File: src/rtl/kb_event_decoder_pkg.sv
// Shared constants, event layout and FSM
// encoding for the keyboard event decoder.
package kb_pkg;

  localparam logic [7:0] KB_EXT    = 8'hE0;
  localparam logic [7:0] KB_BRK    = 8'hF0;
  localparam logic [7:0] KB_LSHIFT = 8'h12;
  localparam logic [7:0] KB_RSHIFT = 8'h59;
  localparam logic [7:0] KB_CTRL   = 8'h14;
  localparam logic [7:0] KB_ALT    = 8'h11;

  localparam int EV_W   = 10;
  localparam int EV_BRK = 9;
  localparam int EV_EXT = 8;

  typedef enum logic [1:0] {
    ST_IDLE    = 2'd0,
    ST_EXT     = 2'd1,
    ST_BRK     = 2'd2,
    ST_EXT_BRK = 2'd3
  } kb_state_e;

  function automatic logic is_prefix(
    input logic [7:0] code
  );
    return (code == KB_EXT) ||
           (code == KB_BRK);
  endfunction

endpackage

File: src/rtl/kb_event_decoder_if.sv
// Scan-byte input, event FIFO read side and
// status outputs of the keyboard decoder.
interface kb_event_decoder_if;
  logic       scan_tick;
  logic [7:0] scan_code;
  logic       rd_ev;
  logic [9:0] ev_data;
  logic       ev_empty;
  logic       ev_full;
  logic       shift_dn;
  logic       ctrl_dn;
  logic       alt_dn;
  logic       proto_err;
  logic       ovf_tick;

  modport master (
    output scan_tick, scan_code, rd_ev,
    input  ev_data, ev_empty, ev_full,
    input  shift_dn, ctrl_dn, alt_dn,
    input  proto_err, ovf_tick
  );

  modport slave (
    input  scan_tick, scan_code, rd_ev,
    output ev_data, ev_empty, ev_full,
    output shift_dn, ctrl_dn, alt_dn,
    output proto_err, ovf_tick
  );
endinterface

File: src/rtl/kb_event_fifo.sv
// First-word-fall-through event FIFO with
// registered full/empty flags.
module kb_event_fifo #(
  parameter int B = 10,
  parameter int W = 2
) (
  input  logic         clk,
  input  logic         reset,
  input  logic         wr_i,
  input  logic [B-1:0] wr_data_i,
  input  logic         rd_i,
  output logic [B-1:0] rd_data_o,
  output logic         empty_o,
  output logic         full_o,
  output logic         drop_o
);

  logic [B-1:0] mem_q [2**W];
  logic [W-1:0] wr_ptr_q;
  logic [W-1:0] rd_ptr_q;
  logic [W-1:0] wr_ptr_d;
  logic [W-1:0] rd_ptr_d;
  logic         empty_q;
  logic         full_q;
  logic         do_rd;
  logic         do_wr;

  assign do_rd    = rd_i & ~empty_q;
  assign do_wr    = wr_i & (~full_q | do_rd);
  assign wr_ptr_d = wr_ptr_q + W'(1);
  assign rd_ptr_d = rd_ptr_q + W'(1);

  assign rd_data_o = empty_q ? '0
                             : mem_q[rd_ptr_q];
  assign empty_o   = empty_q;
  assign full_o    = full_q;
  assign drop_o    = wr_i & ~do_wr;

  // Storage array; contents masked while empty
  always_ff @(posedge clk) begin
    if (do_wr) mem_q[wr_ptr_q] <= wr_data_i;
  end

  // Pointers and occupancy flags
  always_ff @(posedge clk or posedge reset) begin
    if (reset) begin
      wr_ptr_q <= '0;
      rd_ptr_q <= '0;
      empty_q  <= 1'b1;
      full_q   <= 1'b0;
    end else begin
      if (do_wr) wr_ptr_q <= wr_ptr_d;
      if (do_rd) rd_ptr_q <= rd_ptr_d;
      unique case ({do_wr, do_rd})
        2'b10: begin
          empty_q <= 1'b0;
          full_q  <= (wr_ptr_d == rd_ptr_q);
        end
        2'b01: begin
          full_q  <= 1'b0;
          empty_q <= (rd_ptr_d == wr_ptr_q);
        end
        default: ;
      endcase
    end
  end

endmodule

File: src/rtl/kb_event_decoder.sv
// PS/2 scan-sequence decoder: make/break
// events, modifier state, event FIFO.
module kb_event_decoder
  import kb_pkg::*;
#(
  parameter int FIFO_AW     = 2,
  parameter int MAKE_EN     = 1,
  parameter int BRK_EN      = 1,
  parameter int REPEAT_FILT = 0
) (
  input  logic               clk,
  input  logic               reset,
  kb_event_decoder_if.slave  kb
);

  kb_state_e       st_q;
  kb_state_e       st_d;
  logic            mk;
  logic            bk;
  logic            ext;
  logic            err;
  logic [8:0]      key;
  logic [EV_W-1:0] ev;
  logic            supp;
  logic            wr;
  logic            drop;
  logic [8:0]      last_q;
  logic            last_vld_q;
  logic            perr_q;
  logic            ovf_q;
  logic            lsh_q;
  logic            rsh_q;
  logic            lctl_q;
  logic            rctl_q;
  logic            lalt_q;
  logic            ralt_q;

  assign key = {ext, kb.scan_code};

  // Prefix decode for the current byte
  always_comb begin
    st_d = st_q;
    mk   = 1'b0;
    bk   = 1'b0;
    ext  = 1'b0;
    err  = 1'b0;
    if (kb.scan_tick) begin
      unique case (st_q)
        ST_IDLE: begin
          if (kb.scan_code == KB_EXT)
            st_d = ST_EXT;
          else if (kb.scan_code == KB_BRK)
            st_d = ST_BRK;
          else
            mk = 1'b1;
        end
        ST_EXT: begin
          ext = 1'b1;
          if (kb.scan_code == KB_BRK)
            st_d = ST_EXT_BRK;
          else if (kb.scan_code != KB_EXT) begin
            mk   = 1'b1;
            st_d = ST_IDLE;
          end
        end
        ST_BRK: begin
          st_d = ST_IDLE;
          err  = is_prefix(kb.scan_code);
          bk   = ~err;
        end
        default: begin
          ext  = 1'b1;
          st_d = ST_IDLE;
          err  = is_prefix(kb.scan_code);
          bk   = ~err;
        end
      endcase
    end
  end

  // Event word and enqueue qualification
  always_comb begin
    ev           = '0;
    ev[EV_BRK]   = bk;
    ev[EV_EXT]   = ext;
    ev[7:0]      = kb.scan_code;
    supp = (REPEAT_FILT != 0) & mk &
           last_vld_q & (last_q == key);
    wr   = (mk & (MAKE_EN != 0) & ~supp) |
           (bk & (BRK_EN != 0));
  end

  // Decode FSM with registered pulse outputs
  always_ff @(posedge clk or posedge reset) begin
    if (reset) begin
      st_q   <= ST_IDLE;
      perr_q <= 1'b0;
      ovf_q  <= 1'b0;
    end else begin
      st_q   <= st_d;
      perr_q <= err;
      ovf_q  <= drop;
    end
  end

  // Last make seen, for typematic filtering
  always_ff @(posedge clk or posedge reset) begin
    if (reset) begin
      last_q     <= '0;
      last_vld_q <= 1'b0;
    end else if (mk) begin
      last_q     <= key;
      last_vld_q <= 1'b1;
    end else if (bk) begin
      last_vld_q <= 1'b0;
    end
  end

  // Left/right modifier flags
  always_ff @(posedge clk or posedge reset) begin
    if (reset) begin
      lsh_q  <= 1'b0;
      rsh_q  <= 1'b0;
      lctl_q <= 1'b0;
      rctl_q <= 1'b0;
      lalt_q <= 1'b0;
      ralt_q <= 1'b0;
    end else if (mk | bk) begin
      unique case (key)
        {1'b0, KB_LSHIFT}: lsh_q  <= mk;
        {1'b0, KB_RSHIFT}: rsh_q  <= mk;
        {1'b0, KB_CTRL}:   lctl_q <= mk;
        {1'b1, KB_CTRL}:   rctl_q <= mk;
        {1'b0, KB_ALT}:    lalt_q <= mk;
        {1'b1, KB_ALT}:    ralt_q <= mk;
        default: ;
      endcase
    end
  end

  kb_event_fifo #(
    .B (EV_W),
    .W (FIFO_AW)
  ) u_fifo (
    .clk       (clk),
    .reset     (reset),
    .wr_i      (wr),
    .wr_data_i (ev),
    .rd_i      (kb.rd_ev),
    .rd_data_o (kb.ev_data),
    .empty_o   (kb.ev_empty),
    .full_o    (kb.ev_full),
    .drop_o    (drop)
  );

  assign kb.shift_dn  = lsh_q | rsh_q;
  assign kb.ctrl_dn   = lctl_q | rctl_q;
  assign kb.alt_dn    = lalt_q | ralt_q;
  assign kb.proto_err = perr_q;
  assign kb.ovf_tick  = ovf_q;

endmodule

File: src/flat_wrapper.sv
// flat-port wrapper written by rule: the top's interface ports become plain ports
module kb_event_decoder_flat import kb_pkg::*;
#(
  parameter int FIFO_AW     = 2,
  parameter int MAKE_EN     = 1,
  parameter int BRK_EN      = 1,
  parameter int REPEAT_FILT = 0
)
  (clk, reset, kb_scan_tick, kb_scan_code, kb_rd_ev, kb_ev_data, kb_ev_empty, kb_ev_full, kb_shift_dn, kb_ctrl_dn, kb_alt_dn, kb_proto_err, kb_ovf_tick);
  kb_event_decoder_if kb_i ();
  input  logic clk;
  input  logic reset;
  input wire logic [$bits(kb_i.scan_tick)-1:0] kb_scan_tick;
  input wire logic [$bits(kb_i.scan_code)-1:0] kb_scan_code;
  input wire logic [$bits(kb_i.rd_ev)-1:0] kb_rd_ev;
  output wire logic [$bits(kb_i.ev_data)-1:0] kb_ev_data;
  output wire logic [$bits(kb_i.ev_empty)-1:0] kb_ev_empty;
  output wire logic [$bits(kb_i.ev_full)-1:0] kb_ev_full;
  output wire logic [$bits(kb_i.shift_dn)-1:0] kb_shift_dn;
  output wire logic [$bits(kb_i.ctrl_dn)-1:0] kb_ctrl_dn;
  output wire logic [$bits(kb_i.alt_dn)-1:0] kb_alt_dn;
  output wire logic [$bits(kb_i.proto_err)-1:0] kb_proto_err;
  output wire logic [$bits(kb_i.ovf_tick)-1:0] kb_ovf_tick;
  assign kb_i.scan_tick = kb_scan_tick;
  assign kb_i.scan_code = kb_scan_code;
  assign kb_i.rd_ev = kb_rd_ev;
  assign kb_ev_data = kb_i.ev_data;
  assign kb_ev_empty = kb_i.ev_empty;
  assign kb_ev_full = kb_i.ev_full;
  assign kb_shift_dn = kb_i.shift_dn;
  assign kb_ctrl_dn = kb_i.ctrl_dn;
  assign kb_alt_dn = kb_i.alt_dn;
  assign kb_proto_err = kb_i.proto_err;
  assign kb_ovf_tick = kb_i.ovf_tick;
  kb_event_decoder #(.FIFO_AW(FIFO_AW), .MAKE_EN(MAKE_EN), .BRK_EN(BRK_EN), .REPEAT_FILT(REPEAT_FILT)) u_core (.clk(clk), .reset(reset), .kb(kb_i));
endmodule
File: config.mk
export PLATFORM = sky130hd
export DESIGN_NAME = kb_event_decoder_flat
export DESIGN_NICKNAME = d
export VERILOG_FILES = /design/src/rtl/kb_event_decoder_pkg.sv /design/src/rtl/kb_event_decoder_if.sv /design/src/rtl/kb_event_fifo.sv /design/src/rtl/kb_event_decoder.sv /design/src/flat_wrapper.sv
export SDC_FILE = /design/constraint.sdc
export NUM_CORES = 1
export LEC_CHECK = 0
export ABC_AREA = 1
export CAP_MARGIN = 20
export CORE_AREA = 2 2 80 82
export DETAILED_ROUTE_END_ITERATION = 8
export DIE_AREA = 0 0 82 84
export HOLD_SLACK_MARGIN = 0.05
export PLACE_DENSITY_LB_ADDON = 0.12
export SETUP_SLACK_MARGIN = 0.4
export SYNTH_ARGS = -nofsm -noshare
export SYNTH_HDL_FRONTEND = slang
export SYNTH_SLANG_ARGS = --single-unit
File: constraint.sdc
create_clock -name clk -period 2.1 [get_ports clk]
set_clock_uncertainty 0.15 [all_clocks]
set_input_delay 0.315 -clock clk [delete_from_list [all_inputs] [get_ports clk]]
set_output_delay 0.315 -clock clk [all_outputs]
set_load 0.02 [all_outputs]
# --- Word-level counts from Yosys, hierarchy flattened ---
# Memory sizes are Yosys's and may differ from the RTL's.
# Index checks and enable logic that the tools add are counted.
classes:
  addsub: 2
  bitwise_logic: 12
  reduce_logical: 12
  eq_ne: 17
  mux: 22
ops:
  columns: ["cell", "count"]
  rows:
  - ["equality test 9 x 5 -> 1 bit (second input constant)", 3]
  - ["equality test 9 bit (second input constant)", 2]
  - ["equality test 8 bit (second input constant)", 2]
  - ["2-to-1 mux 1 bit", 13]
  - ["AND reduction 2 bit", 6]
  - ["2-to-1 mux 10 bit", 1]
  - ["equality test 9 x 7 -> 1 bit (second input constant)", 1]
  - ["2-to-1 mux 2 bit", 4]
  - ["!= test 8 bit (second input constant)", 1]
  - ["!= test 3 x 1 -> 1 bit (second input constant)", 2]
  - ["case mux 1 bit (2 select lines)", 3]
  - ["OR 1 bit", 5]
  - ["adder 2 x 1 -> 2 bit (second input constant)", 2]
  - ["equality test 2 x 1 -> 1 bit (second input constant)", 2]
  - ["equality test 2 bit", 2]
  - ["equality test 2 bit (second input constant)", 2]
  - ["inverter 1 bit", 4]
  - ["case mux 2 bit (2 select lines)", 1]
  - ["OR reduction 2 bit", 2]
  - ["AND 1 bit", 3]
  - ["AND reduction 3 bit", 1]
  - ["logical NOT 2 bit", 1]
  - ["nonzero test 2 bit", 1]
  - ["logical OR 1 bit", 1]
word_totals:
  mem_count: 1
  out_inout_bits: 17
  ramBits: 40
  ff_bits: 16
  wordCells: 79
mem_list:
  columns: ["memory", "words", "width", "read_ports", "rd_ports_with_merged_regs", "write_ports", "line", "source"]
  rows:
  - ["u_core.u_fifo.mem_q", 4, 10, 1, 0, 1, "kb_event_fifo.sv:18", "logic [B-1:0] mem_q [2**W];"]

# --- Logic depth before layout (Yosys ltp) ---
logic_depth:
  word_depth: 9
  mapped_depth: 9
  ltp_nobuf: 9

# --- Hierarchy ---
# Synthesis repeated with hierarchy kept, for this count alone.
hier_totals:
  cells_unflattened: 310
  hier_area_um2: 2801.4
modules_own_cells:
  columns: ["mod", "seq_area_each_um2", "cells_per_inst", "area_per_inst_um2", "n_inst"]
  rows:
  - ["kb_event_fifo", 1352.5, 204, 2102.0, 1]
  - ["kb_event_decoder", 250.2, 106, 699.4, 1]

# --- Worst setup path before layout ---
# OpenSTA, ideal clock, no wires.
synth_timing:
  kind: "register to register"
  from: "register u_core.u_fifo.empty_q (netlist: u_core.u_fifo.empty_o)"
  to: "register u_core.u_fifo.full_q (netlist: u_core.u_fifo.full_o)"
  setup_slack_ns: 0.247
  arrival_time_ns: 1.621
  period_less_slack_ns: 1.853
  setup_time_ns: 0.083
  required_ns: 1.867
  path_stages_with_launch: 9
  path_cell_list: "dfstp_2 > inv_1 > nand2_1 > nand2_1 > nand3_2 > ha_1 > nor3_1 > nand2_1 > o21ai_0"
synth_between:
  elab_chain_cells: 6
  elab_cells_between_ends: 8
synth_rtl:
  columns: ["item", "line", "source"]
  rows:
  - ["start, declared", "kb_event_fifo.sv:23", "logic empty_q;"]
  - ["start signal, assigned", "kb_event_fifo.sv:61", "empty_q <= (rd_ptr_d == wr_ptr_q);"]
  - ["inverter 1 bit *", "kb_event_fifo.sv:28", "assign do_rd = rd_i & ~empty_q;"]
  - ["AND 1 bit *", "kb_event_fifo.sv:28", null]
  - ["OR 1 bit", "kb_event_fifo.sv:29", "assign do_wr = wr_i & (~full_q | do_rd);"]
  - ["AND 1 bit", "kb_event_fifo.sv:29", null]
  - ["equality test 2 x 1 -> 1 bit or equality test 2 bit (tied branches)", "kb_event_fifo.sv:54", "unique case ({do_wr, do_rd})"]
  - ["case mux 1 bit (2 select lines) or nonzero test 2 bit (tied branches)", null, null]
  - ["end signal, assigned", "kb_event_fifo.sv:57", "full_q <= (wr_ptr_d == rd_ptr_q);"]
  - ["end, declared", "kb_event_fifo.sv:24", "logic full_q;"]
# Every way passes the cells marked *; elsewhere a longest branch is shown, timed or not.
# A chain may end at the register's enable or synchronous reset.

# --- Worst setup path after layout ---
layout_timing:
  from: "register u_core.u_fifo.rd_ptr_q[1]"
  to: "output kb_ev_data[3]"
layout_between:
  elab_chain_cells: 2
layout_rtl:
  columns: ["item", "line", "source"]
  rows:
  - ["start, declared", "kb_event_fifo.sv:20", "logic [W-1:0] rd_ptr_q;"]
  - ["start signal, assigned", "kb_event_fifo.sv:53", "if (do_rd) rd_ptr_q <= rd_ptr_d;"]
  - ["memory read (4 x 10 bit)", null, null]
  - ["2-to-1 mux 10 bit", "kb_event_fifo.sv:33", "assign rd_data_o = empty_q ? '0"]
  - ["end, declared", "flat_wrapper.sv:16", "output wire logic [$bits(kb_i.ev_data)-1:0] kb_ev_data;"]
# Every way passes these cells.

==> impl_metrics.tcl <==
set metrics [dict create \
    status "finished clean" \
    regArea_mm2 0.001604 \
    fp-row-count 29 \
    post_drt_wl_per_cell_um 14.92 \
    final.min_clock_period_ns 1.970 \
    critPathArrivalTime_ns 1.51 \
    ir_drop_mv 0.7449 \
    core_area_mm2 0.006096 \
    antenna_found_initial 0 \
    cts_buffers 5 \
    dieArea_mm2 0.006888 \
    worstMarginPinSlew_ns 0.6056 \
    r2r_setup_slack_ns 0.48 \
    r2r_end "u_core.u_fifo.mem_q[1][6]$_DFFE_PP_" \
    syn_area_mm2 0.002640 \
    io_buffers 28 \
    start_util 0.4331 \
    clk_pin_slew_worst_paths_ns 0.09 \
    critPathMaxFanout 6 \
    htree_num_levels 2 \
    multi_input_area_mm2 0.001109 \
    diodes 0 \
    slew_headroom 0.5958 \
    hold_violations 0 \
    place.gp.congestion 0.7862 \
    worstSetupEndpoint "kb_ev_data[3]" \
    cts_num_sinks 56 \
    rsz0062_at_grt "yes" \
    timing.final.ws_setup_ns 0.1299 \
    r2r.worst_path.cells 7 \
    worstSetupEndpointType "output pin" \
    grt_pass1_vias 1876 \
    drive_gt1_frac 0.3488 \
    die_h_um 84 \
    io-pin-count 29 \
    cts_tree "done" \
    hp-class "primary input to async pin" \
    power_density_mw_per_mm2 1257 \
    startpoint_type "flop" \
    synthTopCellsByArea "edfxtp_1, dfrtp_1, nor2_1, nand2_1, o21ai_0" \
    clock-root-buffer "clkbuf_8" \
    grt_start_max_net_pins 23 \
    finish.instance_area_mm2 0.003656 \
    netlist_instances 278 \
    ant_nets 0 \
    synth_top_area_frac 0.4550 \
    nFillCells 531 \
    yosysUniqueCellTypes 29 \
    dpl.hpwl_um 3958 \
    fin_crit_sh 0.9381 \
    slew_viol_final 0 \
    grt_pass1_wl_um 9384 \
    fin_nets 360 \
    vias_per_cell 4.907 \
    yosysWarnings 0 \
    hold_ws_ns 0.2201 \
    drt-initial-drc-count 208 \
    num_vias 2066 \
    drv_cap 0 \
    grt_usage 0.1859 \
    drt_wl_total_um 6280 \
    crit_type "flop to output pin" \
    yosys.area.top_type "edfxtp_1" \
    r2r_start "u_core.u_fifo.empty_o$_DFFE_PP1P_" \
    clock_path_buffers 2 \
    clock_latency_ns 0.30 \
    area_delta_synth_final_pct 38.48 \
    grt_overflow 0 \
    most-common-layout-cells "nand2_1, nor2_1, edfxtp_1" \
    leakagePower_uw 0.001566 \
    ys_ff_latch 56 \
    avgSynthCellArea_um2 9.497 \
    dp_slack_ns -0.1211 \
    die_w_um 82 \
    worst_ep_required_time_ns 1.63 \
    place_area_mm2 0.003229 \
    crit_start "u_core.u_fifo.rd_ptr_q[1]$_DFFE_PP0P_" \
    report.final.setup_viol 0 \
    syn-num-nets 295 \
    fin_setup_tns_ns 0 \
    fmax_mhz 507.6 \
    ys_seq_area_frac 0.6071 \
    drc 0 \
    drt-pass1-iter-count 4 \
]
-- registers in the layout, indices dropped and copies added (netlist names) --
signal and cells:
u_core.u_fifo.empty_o 1, u_core.st_q 2, u_core.u_fifo.wr_ptr_q 2, u_core.u_fifo.mem_q 40, u_core.kb.proto_err 1, u_core.u_fifo.rd_ptr_q 2
u_core.rctl_q 1, u_core.lalt_q 1, u_core.u_fifo.full_o 1, u_core.lsh_q 1, u_core.rsh_q 1, u_core.lctl_q 1
u_core.kb.ovf_tick 1, u_core.ralt_q 1
-- layer usage --
metal  wire length (um)  GRT usage  part of all wire  vias to the layer above
li1                   -          -                 -                     1048
met1               2728     0.2405              0.43                      972
met2               3237     0.3141              0.52                       42
met3                258    0.03680             0.041                        4
met4                 55    0.05000            0.0088                        0
met5                  0          0                 0                        -
-- through the flow --
step                power [uW]  instances  utilization
floorplan                 2677        278            -
global placement          3473        398       0.5298
detailed placement        3498        398       0.5298
CTS                       4155        413       0.5597
global route              4887        421       0.5998
finish                    4595        421       0.5998
-- critical path, cell delays in order (launching register included) --
cell and delay [ns]:
dfrtp_1 0.43, clkinvlp_4 0.15, buf_12 0.17, nor2_4 0.10
o21ai_2 0.06, a21oi_2 0.14, buf_4 0.15
-- synthesized netlist by cell type, drive strengths merged --
| cell type | number |
|---|---|
| nor2 | 64 |
| nand2 | 49 |
| edfxtp | 40 |
| inv | 27 |
| o21ai | 26 |
| dfrtp | 15 |
| nand3 | 13 |
| a21oi | 10 |
| buf | 6 |
| ha | 5 |
| clkbuf | 4 |
| nand4 | 4 |
| nor3 | 4 |
| or2 | 3 |
| xnor2 | 2 |
| xor2 | 2 |
| dfstp | 1 |
| nand3b | 1 |
| o2111ai | 1 |
| o22ai | 1 |
-- worst min path at each step --
stage,end,cells after the start,slack [ns]
after detailed placement,u_core.lsh_q$_DFFE_PP0P_,2,0.31
final,u_core.u_fifo.rd_ptr_q[1]$_DFFE_PP0P_,2,0.22
after global routing,u_core.u_fifo.mem_q[1][0]$_DFFE_PP_,2,0.25
after CTS,u_core.kb.ovf_tick$_DFF_PP0_,2,0.25
after global placement,u_core.lsh_q$_DFFE_PP0P_,2,0.30
after floorplan,u_core.kb.ovf_tick$_DFF_PP0_,1,0.08
-- power by group --
group          total [uW]  leakage, uW  internal, uW  switching (uW)
sequential           1520     0.000577          1400             110
clock                 549    0.0000403           228             320
combinational        2530     0.000949          1160            1380
-- kinds of logic after synthesis --
logic type | count (synthesis) | share of synthesized area
AND/OR/NAND/NOR | 138 | 0.2228
flip-flops | 56 | 0.6071
AO/OA/AOI/OAI | 38 | 0.07536
buffers and inverters | 37 | 0.05782
adder cells (fa/ha/maj) | 5 | 0.02370
XOR/XNOR | 4 | 0.01327
-- what timing repair did --
item                                    4_1_cts  5_1_grt
gates resized for setup                     101       50
endpoints found under the setup margin       58       61
hold buffers                                  0        0
hold endpoints to repair                      0        0
pin swaps                                     8       18
buffers inserted                              5        6
cloned                                        2        2
-- layout make-up --
type                    instances  share of cell area
flip-flops and latches         56              0.4387
multi-input cells             185              0.3032
repair buffers                 68              0.1804
inverters                      27             0.02943
well taps                      77             0.02635
clock buffers                   6             0.01985
clock inverters                 2            0.002053
Note: power is estimated with default switching activity, not from simulation.
